File: config.mk
export PLATFORM = sky130hd
export DESIGN_NAME = store_issue_unit_flat
export DESIGN_NICKNAME = d
export VERILOG_FILES = /design/src/rtl/store_issue_if.sv /design/src/rtl/store_issue_unit.sv /design/src/flat_wrapper.sv
export SDC_FILE = /design/constraint.sdc
export NUM_CORES = 1
export LEC_CHECK = 0
export BUFFER_PORTS_ARGS = -buffer_cell sky130_fd_sc_hd__buf_2
export CAP_MARGIN = 40
export CORE_MARGIN = 2
export CORE_UTILIZATION = 47
export DETAILED_ROUTE_END_ITERATION = 8
export PLACE_DENSITY = 0.9
export SLEW_MARGIN = 20
export SYNTH_ARGS = -nofsm -noshare
export SYNTH_HDL_FRONTEND = slang
export SYNTH_SLANG_ARGS = --single-unit
File: constraint.sdc
create_clock -name clk -period 1.9 [get_ports clk]
set_input_delay 0.095 -clock clk [delete_from_list [all_inputs] [get_ports clk]]
set_output_delay 0.095 -clock clk [all_outputs]
set_load 0.005 [all_outputs]
File: src/rtl/store_issue_if.sv
// Pipeline/bus bundle for the M-stage store issue unit.
// Valid/ready: a store is offered with st_valid and taken only when stall=0 and exc_ades=0; a bus write completes on the cycle bus_req && bus_ack.
interface store_issue_if;
  logic        st_valid;
  logic [1:0]  st_type;
  logic [31:0] st_addr;
  logic [31:0] st_data;
  logic        flush;
  logic        stall;
  logic        exc_ades;
  logic        exc_buserr;
  logic        bus_req;
  logic [31:0] bus_addr;
  logic [3:0]  bus_byteen;
  logic [31:0] bus_wdata_raw;
  logic        bus_ack;

  // master: pipeline plus bus environment; slave: the store issue unit
  modport master (
    output st_valid, st_type, st_addr, st_data, flush, bus_ack,
    input  stall, exc_ades, exc_buserr, bus_req, bus_addr, bus_byteen, bus_wdata_raw
  );

  modport slave (
    input  st_valid, st_type, st_addr, st_data, flush, bus_ack,
    output stall, exc_ades, exc_buserr, bus_req, bus_addr, bus_byteen, bus_wdata_raw
  );
endinterface

File: src/rtl/store_issue_unit.sv
// Single-entry M-stage store buffer: byte-enable generation, alignment/range
// checking, and holding one store on the bus until ack or timeout.
module store_issue_unit #(
  parameter int unsigned TIMEOUT = 255
) (
  input  logic          clk,
  input  logic          reset,
  store_issue_if.slave  sif,
  output logic          dbg_state_o
);

  localparam int CW = (TIMEOUT > 2) ? $clog2(TIMEOUT) : 1;
  localparam logic [CW-1:0] CNT_LAST = CW'(TIMEOUT - 1);

  typedef enum logic {IDLE = 1'b0, BUSY = 1'b1} state_e;

  state_e        state_q, state_d;
  logic [CW-1:0] cnt_q, cnt_d;
  logic [31:0]   addr_q, addr_d;
  logic [3:0]    be_q, be_d;
  logic [31:0]   data_q, data_d;
  logic          buserr_q, buserr_d;

  logic [3:0]    byteen;
  logic          considered, misalign, in_dm, in_t0, in_t1, ro_hit, ades_c;
  logic          stall_c;

  always_comb begin
    byteen = 4'b0000;
    case (sif.st_type)
      2'b01:   byteen = 4'b0001 << sif.st_addr[1:0];
      2'b10:   byteen = sif.st_addr[1] ? 4'b1100 : 4'b0011;
      2'b11:   byteen = 4'b1111;
      default: byteen = 4'b0000;
    endcase
  end

  // Only the DM window and the two timer blocks are mapped; timer blocks take
  // aligned word writes only, and their count registers are read-only.
  assign considered = reset && sif.st_valid && (sif.st_type != 2'b00) && !sif.flush;
  assign misalign   = ((sif.st_type == 2'b11) && (sif.st_addr[1:0] != 2'b00)) ||
                      ((sif.st_type == 2'b10) && sif.st_addr[0]);
  assign in_dm      = (sif.st_addr <= 32'h0000_2FFF);
  assign in_t0      = (sif.st_addr >= 32'h0000_7F00) && (sif.st_addr <= 32'h0000_7F0B);
  assign in_t1      = (sif.st_addr >= 32'h0000_7F10) && (sif.st_addr <= 32'h0000_7F1B);
  assign ro_hit     = (sif.st_addr == 32'h0000_7F08) || (sif.st_addr == 32'h0000_7F18);
  assign ades_c     = considered &&
                      (misalign || !(in_dm || in_t0 || in_t1) ||
                       ((in_t0 || in_t1) && (sif.st_type != 2'b11)) || ro_hit);

  always_comb begin
    state_d  = state_q;
    cnt_d    = cnt_q;
    addr_d   = addr_q;
    be_d     = be_q;
    data_d   = data_q;
    buserr_d = 1'b0;
    stall_c  = 1'b0;
    case (state_q)
      IDLE: begin
        if (considered && !ades_c) begin
          state_d = BUSY;
          cnt_d   = '0;
          addr_d  = sif.st_addr;
          be_d    = byteen;
          data_d  = sif.st_data;
        end
      end
      BUSY: begin
        // No bypass: a store waiting behind the entry stalls through the ack cycle.
        stall_c = sif.st_valid && (sif.st_type != 2'b00) && !ades_c;
        if (sif.bus_ack) begin
          state_d = IDLE;
          cnt_d   = '0;
        end else if (cnt_q == CNT_LAST) begin
          state_d  = IDLE;
          cnt_d    = '0;
          buserr_d = 1'b1;
        end else begin
          cnt_d = cnt_q + CW'(1);
        end
      end
      default: state_d = IDLE;
    endcase
  end

  always_ff @(posedge clk or negedge reset) begin
    if (!reset) begin
      state_q  <= IDLE;
      cnt_q    <= '0;
      addr_q   <= '0;
      be_q     <= '0;
      data_q   <= '0;
      buserr_q <= 1'b0;
    end else begin
      state_q  <= state_d;
      cnt_q    <= cnt_d;
      addr_q   <= addr_d;
      be_q     <= be_d;
      data_q   <= data_d;
      buserr_q <= buserr_d;
    end
  end

  assign sif.stall         = reset && stall_c;
  assign sif.exc_ades      = ades_c;
  assign sif.exc_buserr    = buserr_q;
  assign sif.bus_req       = (state_q == BUSY);
  assign sif.bus_addr      = addr_q;
  assign sif.bus_byteen    = be_q;
  assign sif.bus_wdata_raw = data_q;
  assign dbg_state_o       = (state_q == BUSY);

endmodule

File: src/flat_wrapper.sv
// flat-port wrapper written by rule: the top's interface ports become plain ports
module store_issue_unit_flat 
#(
  parameter int unsigned TIMEOUT = 255
)
  (clk, reset, dbg_state_o, sif_st_valid, sif_st_type, sif_st_addr, sif_st_data, sif_flush, sif_bus_ack, sif_stall, sif_exc_ades, sif_exc_buserr, sif_bus_req, sif_bus_addr, sif_bus_byteen, sif_bus_wdata_raw);
  store_issue_if sif_i ();
  input  logic clk;
  input  logic reset;
  output logic dbg_state_o;
  input wire logic [$bits(sif_i.st_valid)-1:0] sif_st_valid;
  input wire logic [$bits(sif_i.st_type)-1:0] sif_st_type;
  input wire logic [$bits(sif_i.st_addr)-1:0] sif_st_addr;
  input wire logic [$bits(sif_i.st_data)-1:0] sif_st_data;
  input wire logic [$bits(sif_i.flush)-1:0] sif_flush;
  input wire logic [$bits(sif_i.bus_ack)-1:0] sif_bus_ack;
  output wire logic [$bits(sif_i.stall)-1:0] sif_stall;
  output wire logic [$bits(sif_i.exc_ades)-1:0] sif_exc_ades;
  output wire logic [$bits(sif_i.exc_buserr)-1:0] sif_exc_buserr;
  output wire logic [$bits(sif_i.bus_req)-1:0] sif_bus_req;
  output wire logic [$bits(sif_i.bus_addr)-1:0] sif_bus_addr;
  output wire logic [$bits(sif_i.bus_byteen)-1:0] sif_bus_byteen;
  output wire logic [$bits(sif_i.bus_wdata_raw)-1:0] sif_bus_wdata_raw;
  assign sif_i.st_valid = sif_st_valid;
  assign sif_i.st_type = sif_st_type;
  assign sif_i.st_addr = sif_st_addr;
  assign sif_i.st_data = sif_st_data;
  assign sif_i.flush = sif_flush;
  assign sif_i.bus_ack = sif_bus_ack;
  assign sif_stall = sif_i.stall;
  assign sif_exc_ades = sif_i.exc_ades;
  assign sif_exc_buserr = sif_i.exc_buserr;
  assign sif_bus_req = sif_i.bus_req;
  assign sif_bus_addr = sif_i.bus_addr;
  assign sif_bus_byteen = sif_i.bus_byteen;
  assign sif_bus_wdata_raw = sif_i.bus_wdata_raw;
  store_issue_unit #(.TIMEOUT(TIMEOUT)) u_core (.clk(clk), .reset(reset), .sif(sif_i), .dbg_state_o(dbg_state_o));
endmodule
==> flow_summary.yaml, run 1 <==
run_status:
  status: "finished clean"
route:
  post-route-drc-count: 0
  dr.pass1.iters: 4
  dr_total_vias: 2638
  wl_per_cell_um: 15.42
  drt_iter0_markers: 84
  final_antenna_net_count: 0
  drt_wl_total_mm: 7.908
  avgViaCountPerCell: 5.142
power_and_ir_drop:
  ir_drop_v: 0.0004417
  power_density_mw_per_mm2: 696.8
  p_leak_nw: 2.577
  p_total_mw: 3.234
global_routing:
  grt_max_degree: 42
  overflow: 0
  grt_pass1_wl_mm: 12.32
  grt_pass1_vias: 2667
  groute.usage.overall_pct: 21.36
  antenna_found_initial: 1
final_layout:
  layout_commonest_cell: "buf_2"
  drive_gt1_share_pct: 50.23
  fin_nets: 500
  area_delta_synth_final_pct: 43.09
  final_cell_mix: "142 x buf_2, 78 x dfrtp_1, 48 x mux2_2"
  multi_input_area_mm2: 0.001166
  nFillCells: 480
  ff_latch_area_mm2: 0.001952
timing:
  worst_slack_ns: 0.2384
  hold_violations: 0
  final.setup.tns_ns: 0
  setup_viol: 0
  clock_skew_ns: 0.006152
  rsz0062_at_grt: "false"
  relSlewSlack_pct: 66.00
  min_period_ns: 1.662
  worst_pin_slew_ns: 0.5099
  clock.fmax_ghz: 0.6018
  fin_crit_sh_pct: 87.45
  slew_violations: 0
clock_network:
  clk_pin_slew_ns: 0.08
  cts_tree: "built"
  cts_htree_levels: 3
  cts_buffers: 9
  clk_latency_ns: 0.33
  cts_root_buf: "clkbuf_8"
  max-clock-path-buffers: 2
  postCtsSetupRepairBufs: 0
  clkSinkCount: 78
worst_setup_path:
  end_kind: "flop"
  worstSetupPathDepth: 7
  worst_path_max_delay_cell: "mux2_2"
  required_ns: 2.12
  ff2ff_path_depth: 3
  crit_path_start_kind: "input pin"
  crit_path_max_fanout: 20
  crit_path_cell_trace: "buf_2 > nand4b_1 > nor4_2 > a31oi_1 > nor4_4 > buf_4 > mux2_2"
  critPathArrivalTime_ns: 1.88
  critPathKind: "in2reg"
  cp_top_family: "simple AND/OR/NAND/NOR gates"
  slowest_delay_ns: 0.37
  worst-path-buf-inv: 2
placed_design:
  dpl.hpwl_mm: 5.356
  io_buffers: 143
  place.gp.congestion: 0.8437
  place_ws_ns: -0.1083
synthesis:
  yosysSeqAreaShare_pct: 60.19
  syn_inst: 239
  synth_area_mm2: 0.003243
  synth.ff_latch_count: 78
  yosys_warnings: 0
  synth_nets: 312
  avgSynthCellArea_um2: 13.57
  synth.distinct_cells: 35
worst_hold_path:
  min_delay_path_depth: 2
  hp-class: "in2reg"
floorplanning:
  die_h_um: 87.07
  start_util_pct: 48.27
  row_count: 30
  dieArea_mm2: 0.007580
  io_pins: 144
  die_x_um: 87.07
  core_area_mm2: 0.006719
flow_run:
  maxCapViolCount: 0
[layout make-up]
type / count / share of cell area (%)
flip-flops and latches: 78 / 42.06
repair buffers: 188 / 25.29
multi-input cells: 144 / 25.13
clock buffers: 11 / 3.047
well taps: 80 / 2.157
clock inverters: 5 / 1.779
inverters: 6 / 0.4853
diodes: 1 / 0.05392
[report_power, final]
part           switching [mW]  total [mW]  internal [mW]  leakage (nW)
combinational          0.0945       0.214          0.120          1.39
clock                   0.585        1.36          0.776         0.102
sequential         0.00000424        1.66           1.66          1.09
total                   0.679        3.23           2.55          2.58
[registers in the layout (all words and copies together) (netlist names)]
register and count:
u_core.dbg_state_o 1, u_core.sif.bus_addr 32, u_core.sif.bus_wdata_raw 32, u_core.cnt_q 8
u_core.sif.bus_byteen 4, u_core.sif.exc_buserr 1
[through the flow]
stage          instance area (um2)  hold WS (ns)  cells  utilization [%]
2_1_floorplan                 3243       -0.2006    239                -
4_1_cts                       4638      0.007837    512            69.03
6_report                      4641       0.02362    513            69.07
3_3_place_gp                  4024        0.3130    458            59.89
3_5_place_dp                  4044        0.1981    459            60.19
5_1_grt                       4641      0.009420    513            69.07
[final timing paths]
check	slack, ns	endpoint	startpoint
worst max register to register	0.25	u_core.sif.bus_addr[10]$_DFFE_PN0P_	u_core.dbg_state_o$_DFF_PN0_
min in group asynchronous	0.35	u_core.sif.bus_addr[25]$_DFFE_PN0P_	reset
worst min register to register	0.49	u_core.sif.bus_wdata_raw[18]$_DFFE_PN0P_	u_core.sif.bus_wdata_raw[18]$_DFFE_PN0P_
worst max-delay path	0.24	u_core.sif.bus_addr[10]$_DFFE_PN0P_	sif_st_addr[6]
worst min-delay path	0.02	u_core.sif.bus_addr[2]$_DFFE_PN0P_	sif_st_addr[2]
max in group asynchronous	0.95	u_core.sif.bus_addr[1]$_DFFE_PN0P_	reset
[Yosys cell counts, drive strengths merged]
master    n  share of area, %
dfrtp    78                60
mux2     51                18
nor2b    17               3.3
o21ai    12               1.9
buf       9               2.9
a21oi     8               1.2
nand2     7              0.81
nor2      7              0.81
inv       6              0.69
nor4      6               1.8
a22o      5               1.4
nand3     5              0.77
a211oi    3              0.69
o31ai     3              0.69
and4      2              0.54
clkbuf    2              0.27
ha        2              0.77
nand2b    2              0.39
o211ai    2              0.46
o2bb2ai   2              0.54
a21boi    1              0.23
a21o      1              0.23
a31oi     1              0.19
and3      1              0.19
nand4     1              0.19
nand4b    1              0.27
nor3b     1              0.23
o21a      1              0.23
o31a      1              0.27
or2       1              0.19
[repair_timing]
| action | CTS | global route |
|---|---|---|
| resized for setup | 0 | 0 |
| endpoints found under the setup margin | 0 | 0 |
| hold buffers | 37 | 0 |
| hold endpoints to repair | 75 | 0 |
[routing by layer]
metal	up-vias	track usage (%)	routed length (um)	share of wire, %
li1	1228	-	-	-
met1	1317	24.75	3214	41
met2	79	37.75	4235	54
met3	14	4.265	289	3.7
met4	0	10.09	168	2.1
met5	-	0	0	0
[kinds of logic after synthesis]
| kind of cell | count (synthesis) | synth area share [%] |
|---|---|---|
| compound gates | 40 | 7.986 |
| buf+inv | 17 | 3.858 |
| fa+ha+maj | 2 | 0.7715 |
| mux | 51 | 17.71 |
| simple gates | 51 | 9.491 |
| flops | 78 | 60.19 |
No activity file was read; power rests on OpenSTA's default activity.
==> run 2, diff against run 1 <==
Settings changed: ABC_AREA set to 1, CELL_PAD_IN_SITES_DETAIL_PLACEMENT set to 2, CELL_PAD_IN_SITES_GLOBAL_PLACEMENT set to 2, CORE_UTILIZATION 47 to 29, PLACE_DENSITY 0.9 to 0.95.
Clock period 1.9 ns to 2 ns, I/O delays scaled along.
==> run 2 against run 1 <==
Effect of this change:
- flip-flop and latch count unchanged
- synthesized cell count increased by 77%
- worst setup slack improved by 0.047 ns
- core utilization decreased by 29 points
- synthesized area increased by 9.1%
- critical path depth increased by 1
- combinational power decreased by 15%
- global-route usage decreased by 2.0 points
==> flow_summary.yaml, run 2 <==
synthesis:
  synthTopCellsByCount: "145 x nand2_1, 78 x dfrtp_1, 70 x nand3_1"
  yosysMostFrequentCell: "nand2_1"
  synth_nets: 495
  synth_top_cell_area_share_pct: 55.16
  synth.ff_latch_count: 78
  avgSynthCellArea_um2: 8.385
  synthTopCellsByArea: "dfrtp_1 55%, nand2_1 15%, nand3_1 9.9%"
  async_flop_share_pct: 100.0
  synth_edf_count: 0
  synth.distinct_cells: 27
  syn_inst: 422
  yosys_warnings: 0
  synth_ff_type: "dfrtp_1"
  synth_area_mm2: 0.003538
  yosysTopAreaCell: "dfrtp_1"
  yosysSeqAreaShare_pct: 55.16
route:
  wl_met1_mm: 5.111
  wl_met3_um: 478
  final_antenna_net_count: 0
  avgViaCountPerCell: 4.746
  dr_total_vias: 3455
  top_layer_used: "met4"
  drt_iter0_markers: 151
  drt_wl_total_mm: 12.16
  wl_per_cell_um: 16.70
  post-route-drc-count: 0
  wl_met2_mm: 6.349
  dr.pass1.iters: 4
clock_network:
  cts_tree: "built"
  cts_htree_levels: 3
  cts_buffers: 9
  clk_latency_ns: 0.33
  cts_resized: 0
  cts_root_buf: "clkbuf_16"
  clk_pin_slew_ns: 0.06
  max-clock-path-buffers: 2
  clkSinkCount: 78
placed_design:
  place_ws_ns: 0.2467
  place.gp.congestion: 0.7692
  dpl_cell_area_mm2: 0.004374
  io_buffers: 143
  dp.cells: 701
  dpl.hpwl_mm: 8.914
power_and_ir_drop:
  combPwrFrac_pct: 5.5
  intPower_mw: 2.513
  p_leak_nw: 2.833
  ir_drop_v: 0.0003065
  switchingPower_mw: 0.8015
  swShare_pct: 24.18
  p_total_mw: 3.315
  p_clk_share_pct: 46.9
  power_density_mw_per_mm2: 696.4
  seqPwrFrac_pct: 47.6
floorplanning:
  start_util_pct: 29.58
  die_x_um: 114.5
  core_area_mm2: 0.01196
  die_h_um: 114.5
  io_pins: 144
  row_count: 40
  dieArea_mm2: 0.01310
global_routing:
  antenna_found_initial: 1
  grt_pass1_wl_mm: 19.68
  overflow: 0
  grt_max_degree: 61
  grt_pass1_vias: 3954
  groute.usage.overall_pct: 19.31
worst_setup_path:
  critPathArrivalTime_ns: 1.94
  crit_path_start_kind: "input pin"
  end_kind: "flop"
  critPathKind: "in2reg"
  required_ns: 2.22
  crit_path_max_fanout: 13
final_layout:
  final_cell_mix: "145 x nand2_1, 142 x buf_2, 78 x dfrtp_1"
  fin_nets: 648
  stdcell_count: 728
  utilization_pct: 39.79
  layout_commonest_cell: "nand2_1"
  area_delta_synth_final_pct: 34.51
  stdcell_area_mm2: 0.004760
  drive_gt1_share_pct: 32.93
timing:
  hold_violations: 0
  setup_viol: 0
  relSlewSlack_pct: 54.05
  clock_skew_ns: 0.005787
  worst_slack_ns: 0.2857
  worst_pin_slew_ns: 0.6892
  holdWs_ns: 0.002310
  clock.fmax_ghz: 0.5833
  rsz0062_at_grt: "false"
  slew_violations: 0
  final.setup.tns_ns: 0
  fin_crit_sh_pct: 85.71
  min_period_ns: 1.714
worst_hold_path:
  hp-class: "in2reg"
flow_run:
  maxCapViolCount: 0
run_status:
  status: "finished clean"
==> run 2: cell types whose count changed in the layout (fill, tap and decap cells not counted), moves of 4 or more <==
| cell | change |
|---|---|
| mux2_2 | -48 |
| a22o_1 | -5 |
| nand2_1 | +138 |
| nor2_1 | +24 |
| clkbuf_8 | -10 |
| clkbuf_16 | +9 |
| nor4_1 | -4 |
| a21oi_1 | -7 |
| o21ai_0 | -5 |
| inv_1 | +31 |
| nor2b_1 | -17 |
| nor2_2 | +14 |
| dlygate4sd3_1 | -27 |
| nand3_1 | +65 |
==> run 2: critical path, stage by stage <==
cell	delay, ns
dlygate4sd3_1	0.53
buf_4	0.14
o211ai_1	0.12
nor2_2	0.28
nand4_4	0.32
buf_4	0.30
nand2_1	0.09
nand2_1	0.05
==> run 2: cells by family after synthesis <==
kind of cell / synth area share (%)
AO/OA/AOI/OAI: 1.768
adder cells (fa/ha/maj): 0.7071
buffers and inverters: 8.592
flip-flops: 55.16
AND/OR/NAND/NOR: 33.77
==> run 2: area by class of cell <==
| cell class | count | area (um2) |
|---|---|---|
| timing repair buffer | 160 | 895.9 |
| antenna | 1 | 2.502 |
| clock buffer | 9 | 225.2 |
| multi-input combinational | 284 | 1282 |
| fill | 1383 | 7202 |
| tap | 147 | 183.9 |
| inverter | 42 | 160.2 |
| clock inverter | 7 | 57.56 |
| sequential | 78 | 1952 |
==> run 2: path summary, 6_finish.rpt <==
path	start	slack, ns	to	cells after the start
hold / removal	sif_st_data[23]	0.002	u_core.sif.bus_wdata_raw[23]$_DFFE_PN0P_	3
max in group asynchronous	reset	0.60	u_core.sif.bus_addr[30]$_DFFE_PN0P_	4
min in group asynchronous	reset	0.39	u_core.sif.bus_wdata_raw[8]$_DFFE_PN0P_	3
hold reg to reg	u_core.sif.bus_addr[0]$_DFFE_PN0P_	0.47	u_core.sif.bus_addr[0]$_DFFE_PN0P_	2
setup reg to reg	u_core.cnt_q[4]$_DFFE_PN0P_	0.31	u_core.cnt_q[6]$_DFFE_PN0P_	7
setup / recovery	reset	0.29	u_core.sif.bus_addr[6]$_DFFE_PN0P_	8
==> run 2: routing by layer <==
metal | vias up | global-route usage, %
met5 | - | 0
met4 | 0 | 7.073
met3 | 17 | 2.912
met2 | 100 | 36.09
met1 | 1712 | 22.15
li1 | 1626 | -
==> run 2: timing repair <==
item	CTS	global route
hold buffers	10	0
endpoints found under the setup margin	0	0
endpoints found under the hold margin	37	0
buffers inserted	0	0
==> run 2: power by group through the flow <==
stage          Sequential, mW  Combinational [mW]  Clock (mW)
3_3_place_gp             1.61               0.157           0
5_1_grt                  1.58               0.205        1.67
4_1_cts                  1.58               0.186        1.60
6_report                 1.58               0.182        1.56
2_1_floorplan            1.61              0.0345           0
3_5_place_dp             1.61               0.167           0
